**src/rtl/demux_router.sv**
```systemverilog
// demux_router: registered 1-to-N demux with valid/ready handshakes, a one-entry holding register per channel,
// and a saturating counter of discarded words.
module demux_router #(
  parameter int WIDTH = 4,
  parameter int CHANNELS = 4,
  parameter int DROP_MODE = 0,
  parameter int COUNT_W = 8,
  localparam int SEL_W = $clog2(CHANNELS)
) (
  input  logic                      clk,
  input  logic                      rst_n,
  input  logic                      Enable,
  input  logic [SEL_W-1:0]          Select,
  input  logic [WIDTH-1:0]          Signal,
  input  logic                      In_valid,
  output logic                      In_ready,
  output logic [CHANNELS*WIDTH-1:0] Out_data,
  output logic [CHANNELS-1:0]       Out_valid,
  input  logic [CHANNELS-1:0]       Out_ready,
  output logic [COUNT_W-1:0]        Drop_count
);
  logic [CHANNELS-1:0][WIDTH-1:0] hold;
  logic [CHANNELS-1:0] dec, load;
  logic sel_ok, tgt_full, accept, drop;
  assign Out_data = hold;
  assign sel_ok = 32'(Select) < CHANNELS;
  assign dec = sel_ok ? CHANNELS'(1) << Select : '0;
  // the target blocks only if it is full and its consumer is not taking the old word this cycle
  assign tgt_full = |(dec & Out_valid & ~Out_ready);
  assign In_ready = rst_n && Enable && (!sel_ok || DROP_MODE != 0 || !tgt_full);
  assign accept = In_valid && In_ready;
  assign load = {CHANNELS{accept}} & dec & (~Out_valid | Out_ready);
  assign drop = accept && (!sel_ok || tgt_full);
  always_ff @(posedge clk or negedge rst_n)
    if (!rst_n) begin
      hold <= '0;
      Out_valid <= '0;
      Drop_count <= '0;
    end else begin
      for (int k = 0; k < CHANNELS; k++)
        if (load[k]) begin
          hold[k] <= Signal;
          Out_valid[k] <= 1'b1;
        end else if (Out_valid[k] && Out_ready[k]) begin
          hold[k] <= '0;
          Out_valid[k] <= 1'b0;
        end
      if (drop && Drop_count != '1) Drop_count <= Drop_count + COUNT_W'(1);
    end
endmodule

```
**config.mk**
```make
export PLATFORM = sky130hd
export DESIGN_NAME = demux_router
export DESIGN_NICKNAME = d
export VERILOG_FILES = /design/src/rtl/demux_router.sv
export SDC_FILE = /design/constraint.sdc
export NUM_CORES = 1
export LEC_CHECK = 0
export BUFFER_PORTS_ARGS = -buffer_cell sky130_fd_sc_hd__buf_2
export CORE_UTILIZATION = 30
export CTS_CLUSTER_SIZE = 16
export DETAILED_ROUTE_END_ITERATION = 8
export SLEW_MARGIN = 20
export SYNTH_ARGS = -nofsm -noshare
export SYNTH_HDL_FRONTEND = slang
export SYNTH_SLANG_ARGS = --single-unit
```
**constraint.sdc**
```tcl
create_clock -name clk -period 2.7 [get_ports clk]
set_input_delay 0.81 -clock clk [delete_from_list [all_inputs] [get_ports clk]]
set_output_delay 0.81 -clock clk [all_outputs]
set_load 0.005 [all_outputs]
```
# [Word level (Yosys, flattened, before mapping)]
# Cells that the tools add are included.
# Widths: inputs -> output; s select.
[totals] wordCells=50 inputBits=14 ff_bits=28 output_inout_bits=29
[op_classes] shift=1 mux=16 eq_ne=1 add_sub_neg=1 reduce_logical=15 bitwise=7
[op_table] op="$mux 4" count=8
[op_table] op="$and 4x4->4" count=4
[op_table] op="$logic_and 1x1->1" count=9
[op_table] op="$add 8x1->8 const B" count=1
[op_table] op="$mux 1" count=8
[op_table] op="$ne 8x8->1 const B" count=1
[op_table] op="$not 4->4" count=2
[op_table] op="$reduce_bool 2->1" count=4
[op_table] op="$or 4x4->4" count=1
[op_table] op="$reduce_or 4->1" count=1
[op_table] op="$shl 1x2->4 const A" count=1
[op_table] op="$logic_not 1->1" count=1

# [Logic depth before layout (Yosys ltp)]
# Gate-level depths: netlist of the first run.
[depth] ltp_word=10 mapped_depth=4 mapped_depth_nobuf=3

# [Worst setup path after synthesis of the first run]
# OpenSTA, ideal clock, no wires.
[synth_timing] path_kind="input port to output port" start="input port Out_ready[3]" end="output port In_ready" cell_stages=4 required_ns=1.890 arrival_ns=1.710 n_path_buf=1 setup_slack_ns=0.180 path_cell_list="nand2b_1 > buf_6 > mux4_2 > and3_1"
[synth_via] elab_chain_len=5
[synth_rtl] item="start: declaration" line="19" text="input logic [CHANNELS-1:0] Out_ready,"
[synth_rtl] item="$not 4->4" line="29" text="assign tgt_full = |(dec & Out_valid & ~Out_ready);"
[synth_rtl] item="$and 4x4->4" line="29"
[synth_rtl] item="$reduce_or 4->1" line="29"
[synth_rtl] item="$logic_not 1->1" line="30" text="assign In_ready = rst_n && Enable && (!sel_ok || DROP_MODE != 0 || !tgt_full);"
[synth_rtl] item="$logic_and 1x1->1" line="30"
[synth_rtl] item="end: declaration" line="16" text="output logic In_ready,"
# No other way between the ends.

# [Worst setup path after layout of the first run]
[layout_timing] start="input port Out_ready[2]" end="output port In_ready"
# The elaborated chain is that of the path after synthesis.

==> results.yml, run 1 <==
setup_path:
  crit_chain: "buf_2 -> nand2b_4 -> mux4_2 -> and3_1 -> buf_2"
  r2r_cells: 4
  worst-path-max-fanout: 6
  cp.required_ns: 1.89
  crit_top_cell: "buf_2"
  slowest_delay_ns: 0.44
  critPathKind: "in -> out"
  worst-endpoint-arrival_ns: 1.83
  path_buf_inv: 2
  endpoint_kind: "primary output"
  slowest_stage: "mux4_2"
  worstSetupStartpointType: "input pin"
  worstSetupPathDepth: 5
  path_delay_family: "multiplexers"
power_and_ir_drop:
  ir_drop_mv: 0.236
  power_density_nw_per_um2: 617
  leakage_nw: 0.843
global_route:
  antenna_found_initial: 0
  grt_remaining_overflow: 0
  grt_pass1_vias: 1033
  grt_pass1_wl_mm: 4.93
  grt_max_degree: 37
  track_usage_pct: 14.2
placed_design:
  routabilityCongestion: 0.800
  io_buffers: 42
  hpwl_mm: 2.33
  placedCellCount: 216
die:
  rows: 23
  initial_core_util_pct: 32.4
  io_pins: 43
  die_w_um: 68.9
  dieArea_um2: 4750
  core_um2: 4140
  die_height_um: 68.9
clock_tree:
  cts_root_buf: "clkbuf_8"
  clock_sinks: 28
  insertion_delay_ns: 0.27
  cts_setup_buffers: 0
  path_clk_slew_ns: 0.09
  cts_tree: "yes"
  numCtsBuffers: 3
  cts_htree_levels: 1
  cts_max_path_buffers: 2
timing:
  finalHoldViolations: 0
  setup_viol: 0
  grt_setup_unrepaired: "no"
  max_freq_ghz: 0.379
  report.final.slew_viol_count: 0
  min_period_over_period_pct: 97.8
  fin_tns_setup_ns: 0
  worst_slew_pin_slew_ns: 0.445
  fin_crit_ns: 2.64
  slew_headroom_pct: 70.3
  skew_ns: 0.00633
synthesis:
  synth_seq_area_share_pct: 52.1
  netlist_area_um2: 1340
  yosysWarningCount: 0
  yosysTopAreaCellShare_pct: 52.1
  yosys.area.top_type: "dfrtp_1"
  netlist_instances: 134
  synthTopCellsByArea: "dfrtp_1 (52%), nand4b_1 (5.9%), a211o_1 (5.2%)"
  synthDistinctLibCells: 18
  syn_avg_cell_area_um2: 10.0
  ys_ff_latch: 28
  syn-num-nets: 148
detailed_routing:
  drc: 0
  vias: 1152
  vias_per_cell: 5.24
  drtPass1Iterations: 4
  routedWlPerCell_um: 14.3
  drt_first_iter_violations: 68
  wirelength_mm: 3.16
  postRouteAntennaNets: 0
final_layout:
  final_cell_mix: "buf_2 (42), dfrtp_1 (28), nand2_1 (12), o21ai_0 (10), nor2b_1 (10)"
  area_growth_pct: 23.1
  drive_above_1_share_pct: 32.4
  nets: 185
  layout.cells.non_filler: 220
  utilization_pct: 39.9
  diodes: 0
  mostFrequentLayoutCell: "buf_2"
worst_hold_path:
  hold_class: "reg -> reg"
  holdPathStages: 0
outcome:
  status: "complete, no violations"
flow_run:
  drv_cap: 0
-- layer usage --
layer | track usage (%) | vias up | part of all wire, %
li1 | - | 549 | -
met1 | 20.4 | 555 | 46
met2 | 20.0 | 44 | 46
met3 | 3.78 | 4 | 6.8
met4 | 5.61 | 0 | 1.1
met5 | 0 | - | 0
-- Yosys cell counts --
| library cell | instances |
|---|---|
| a211o_1 | 8 |
| and3_1 | 1 |
| and4_1 | 1 |
| and4b_1 | 1 |
| buf_2 | 2 |
| buf_6 | 2 |
| clkbuf_1 | 12 |
| dfrtp_1 | 28 |
| inv_1 | 8 |
| mux4_2 | 1 |
| nand2_1 | 12 |
| nand2b_1 | 4 |
| nand3_1 | 8 |
| nand4_1 | 9 |
| nand4b_1 | 9 |
| nor2b_1 | 10 |
| o211ai_1 | 8 |
| o21ai_0 | 10 |
-- registers in the layout (all words and copies together), names as in the netlist --
| signal | flops |
|---|---|
| Out_data | 16 |
| Drop_count | 8 |
| Out_valid | 4 |
-- path summary, 6_finish.rpt --
kind | from | to | slack [ns]
hold reg to reg | Drop_count[3] | Drop_count[3] | 0.38
setup reg to reg | Out_valid[3] | Out_data[13] | 1.64
min in group asynchronous | rst_n | Out_data[15] | 0.48
max in group asynchronous | rst_n | Drop_count[0] | 1.99
setup / recovery | Out_ready[2] | In_ready | 0.06
hold / removal | Drop_count[3] | Drop_count[3] | 0.38
-- per-stage QoR --
step	power [W]	hold WS, ns	cell area (µm²)	setup slack (ns)
6_report	0.00102	0.379	1650	0.0601
5_1_grt	0.00108	0.395	1650	0.00596
4_1_cts	0.00103	0.385	1650	0.0370
3_5_place_dp	0.000768	0.360	1580	-0.0173
3_3_place_gp	0.000759	0.360	1580	-0.00977
2_1_floorplan	0.000655	0.452	1340	0.180
-- power breakdown --
part           internal (W)  switching (W)  leakage [nW]
sequential         0.000481      0.0000380         0.374
clock              0.000130       0.000129        0.0288
combinational      0.000125       0.000117         0.440
total              0.000736       0.000284         0.843
-- final cells by class --
cell class,instances,area (µm²)
multi-input combinational,82,551
fill,435,2490
inverter,8,30.0
timing repair buffer,48,255
tap,50,62.6
sequential,28,701
clock buffer,4,55.1
-- kinds of logic (layout without fill, tap and decap cells) --
family                 Yosys count  in the layout  synth area share, %
AOI/OAI and AO/OA               26             26                 13.4
buffers and inverters           24             60                 8.01
DFF                             28             28                 52.1
muxes                            1              1                 1.68
and+or+nand+nor                 55             55                 24.8
-- worst register-to-register path, cell delays in order (launching register included) --
cell	delay (ns)
dfrtp_1	0.46
nand2b_1	0.10
buf_4	0.17
nand4_1	0.10
o211ai_1	0.11
-- what timing repair did --
action / 4_1_cts / 5_1_grt
pin swaps: 0 / 0
setup endpoints to repair: 1 / 1
hold buffers: 0 / 0
gates resized for setup: 2 / 1
(Power assumes the default switching activity.)
==> inputs of run 2 (changes only) <==
GPL_TIMING_DRIVEN = 0   (was not set)
clock period = 3.39 ns   (was 2.7 ns; I/O delays follow)
==> run 2 against run 1 <==
Compared with the run above: cell area rose by 0.76%; cell count is 4.1% higher; critical path depth increased by 1; setup slack better by 0.15 ns; clock skew is 0.0042 ns lower; clock power is 20% lower; die area stayed put; utilization up 0.30 points; via count fell by 0.69%; routed wire length down 0.19%; largest cell class unchanged; highest routed layer unchanged.
==> results.yml, run 2 (synthesis results as in run 1) <==
outcome:
  status: "complete, no violations"
clock_tree:
  numCtsBuffers: 3
  clock_sinks: 28
  insertion_delay_ns: 0.28
  cts_htree_levels: 1
  cts-resized-gates: 0
  cts_max_path_buffers: 2
  cts-hold-fix-buffers: 0
  path_clk_slew_ns: 0.09
  cts_tree: "yes"
  cts_setup_buffers: 0
  cts_root_buf: "clkbuf_8"
power_and_ir_drop:
  switching_share_pct: 27.9
  finalPower_w: 0.000811
  p_comb_share_pct: 23.1
  seqPwrFrac_pct: 51.2
  p_clk_share_pct: 25.7
  power_density_nw_per_um2: 486
  switchingPower_w: 0.000226
  leakage_nw: 0.838
  p_int_w: 0.000584
  ir_drop_mv: 0.233
die:
  initial_core_util_pct: 32.4
  die_height_um: 68.9
  io_pins: 43
  dieArea_um2: 4750
  rows: 23
  core_um2: 4140
  die_w_um: 68.9
setup_path:
  worstSetupStartpointType: "input pin"
  slowest_stage: "mux4_2"
  r2r_cells: 4
  cp.required_ns: 2.37
  r2r_slack_ns: 2.37
  endpoint_kind: "primary output"
  slowest_delay_ns: 0.46
  crit_chain: "buf_2 -> nand2b_1 -> buf_6 -> mux4_2 -> and3_1 -> buf_2"
  critPathKind: "in -> out"
  r2r-start: "Out_valid[1]"
  worst-path-max-fanout: 10
  crit_top_cell: "buf_2"
  worst-endpoint-arrival_ns: 2.16
  timing.rr.end: "Out_data[5]"
timing:
  worst_slew_pin_slew_ns: 0.708
  fin_tns_setup_ns: 0
  skew_ns: 0.00214
  max_freq_ghz: 0.315
  fin_crit_ns: 3.18
  min_period_over_period_pct: 93.8
  slew_headroom_pct: 52.8
  grt_setup_unrepaired: "no"
  finalHoldViolations: 0
  layout_setup_ws_ns: 0.212
  setup_viol: 0
  report.final.slew_viol_count: 0
final_layout:
  largest_reg_flops: 16
  nets: 194
  mostFrequentLayoutCell: "buf_2"
  diodes: 0
  final_cell_mix: "buf_2 (43), dfrtp_1 (28), clkbuf_1 (12), nand2_1 (12)"
  area_growth_pct: 24.0
  layout.cells.non_filler: 229
  final_area_um2: 1670
  drive_above_1_share_pct: 27.9
detailed_routing:
  drtPass1Iterations: 4
  highest_layer: "met4"
  vias_per_cell: 5.00
  drt-met1-wl_mm: 1.62
  met3WireLength_um: 166
  wl_met2_mm: 1.31
  wirelength_mm: 3.15
  routedWlPerCell_um: 13.8
  drt_first_iter_violations: 53
  drc: 0
  vias: 1144
  postRouteAntennaNets: 0
global_route:
  track_usage_pct: 14.8
  grt_remaining_overflow: 0
  grt_pass1_wl_mm: 5.18
  grt_max_degree: 34
  grt_pass1_vias: 1099
  antenna_found_initial: 0
placed_design:
  place_area_um2: 1610
  pre_cts_slack_ns: 0.203
  hpwl_mm: 2.19
  io_buffers: 41
  routabilityCongestion: 0.742
  placedCellCount: 225
worst_hold_path:
  holdPathStages: 1
  hold_class: "reg -> reg"
  hold_start: "Drop_count[7]"
  holdPathEnd: "Drop_count[7]"
flow_run:
  drv_cap: 0
==> run 2: cell types whose count changed in the layout (fill, tap and decap cells not counted) <==
cell / before / now
nand2b_4: 2 / 0
buf_4: 6 / 0
buf_6: 0 / 2
nand2b_1: 2 / 4
buf_2: 42 / 43
clkbuf_1: 0 / 12
==> run 2: power by group through the flow <==
stage               clock network [W]   logic, W  registers (W)
finish                       0.000208   0.000188       0.000415
global route                 0.000229   0.000216       0.000423
CTS                          0.000219   0.000190       0.000416
detailed placement                  0   0.000188       0.000422
global placement                    0   0.000187       0.000421
floorplan                           0  0.0000985       0.000423
==> run 2: critical path: cells and delay by family <==
family | cells | cell delay (ns)
mux | 1 | 0.46
buf+inv | 3 | 0.35
simple gates | 2 | 0.33
==> run 2: metal layers <==
layer / vias up / GRT usage [%]
met4: 0 / 5.61
met1: 530 / 22.7
met2: 43 / 20.6
met3: 7 / 1.97
met5: - / 0
li1: 564 / -
==> run 2: per-stage QoR <==
step                util (%)  hold WS (ns)
global placement        38.9         0.436
CTS                     40.2         0.465
detailed placement      38.9         0.441
floorplan                  -         0.452
global route            40.2         0.477
finish                  40.2         0.457
==> run 2: how the worst max path moves through the flow <==
stage | from | end | slack [ns]
final | Out_ready[3] | In_ready | 0.21
after global routing | Out_ready[3] | In_ready | 0.15
after CTS | Out_ready[3] | In_ready | 0.20
after detailed placement | Out_ready[3] | In_ready | 0.20
after global placement | Out_ready[3] | In_ready | 0.22
after floorplan | Out_ready[3] | In_ready | 0.46
==> run 2: cell type report <==
class	count	area, µm²
well taps	50	62.6
multi-input cells	82	536
inverters	8	30.0
plain buffers	16	77.6
repair buffers	41	205
fillers	433	2480
flip-flops and latches	28	701
clock buffers	4	55.1
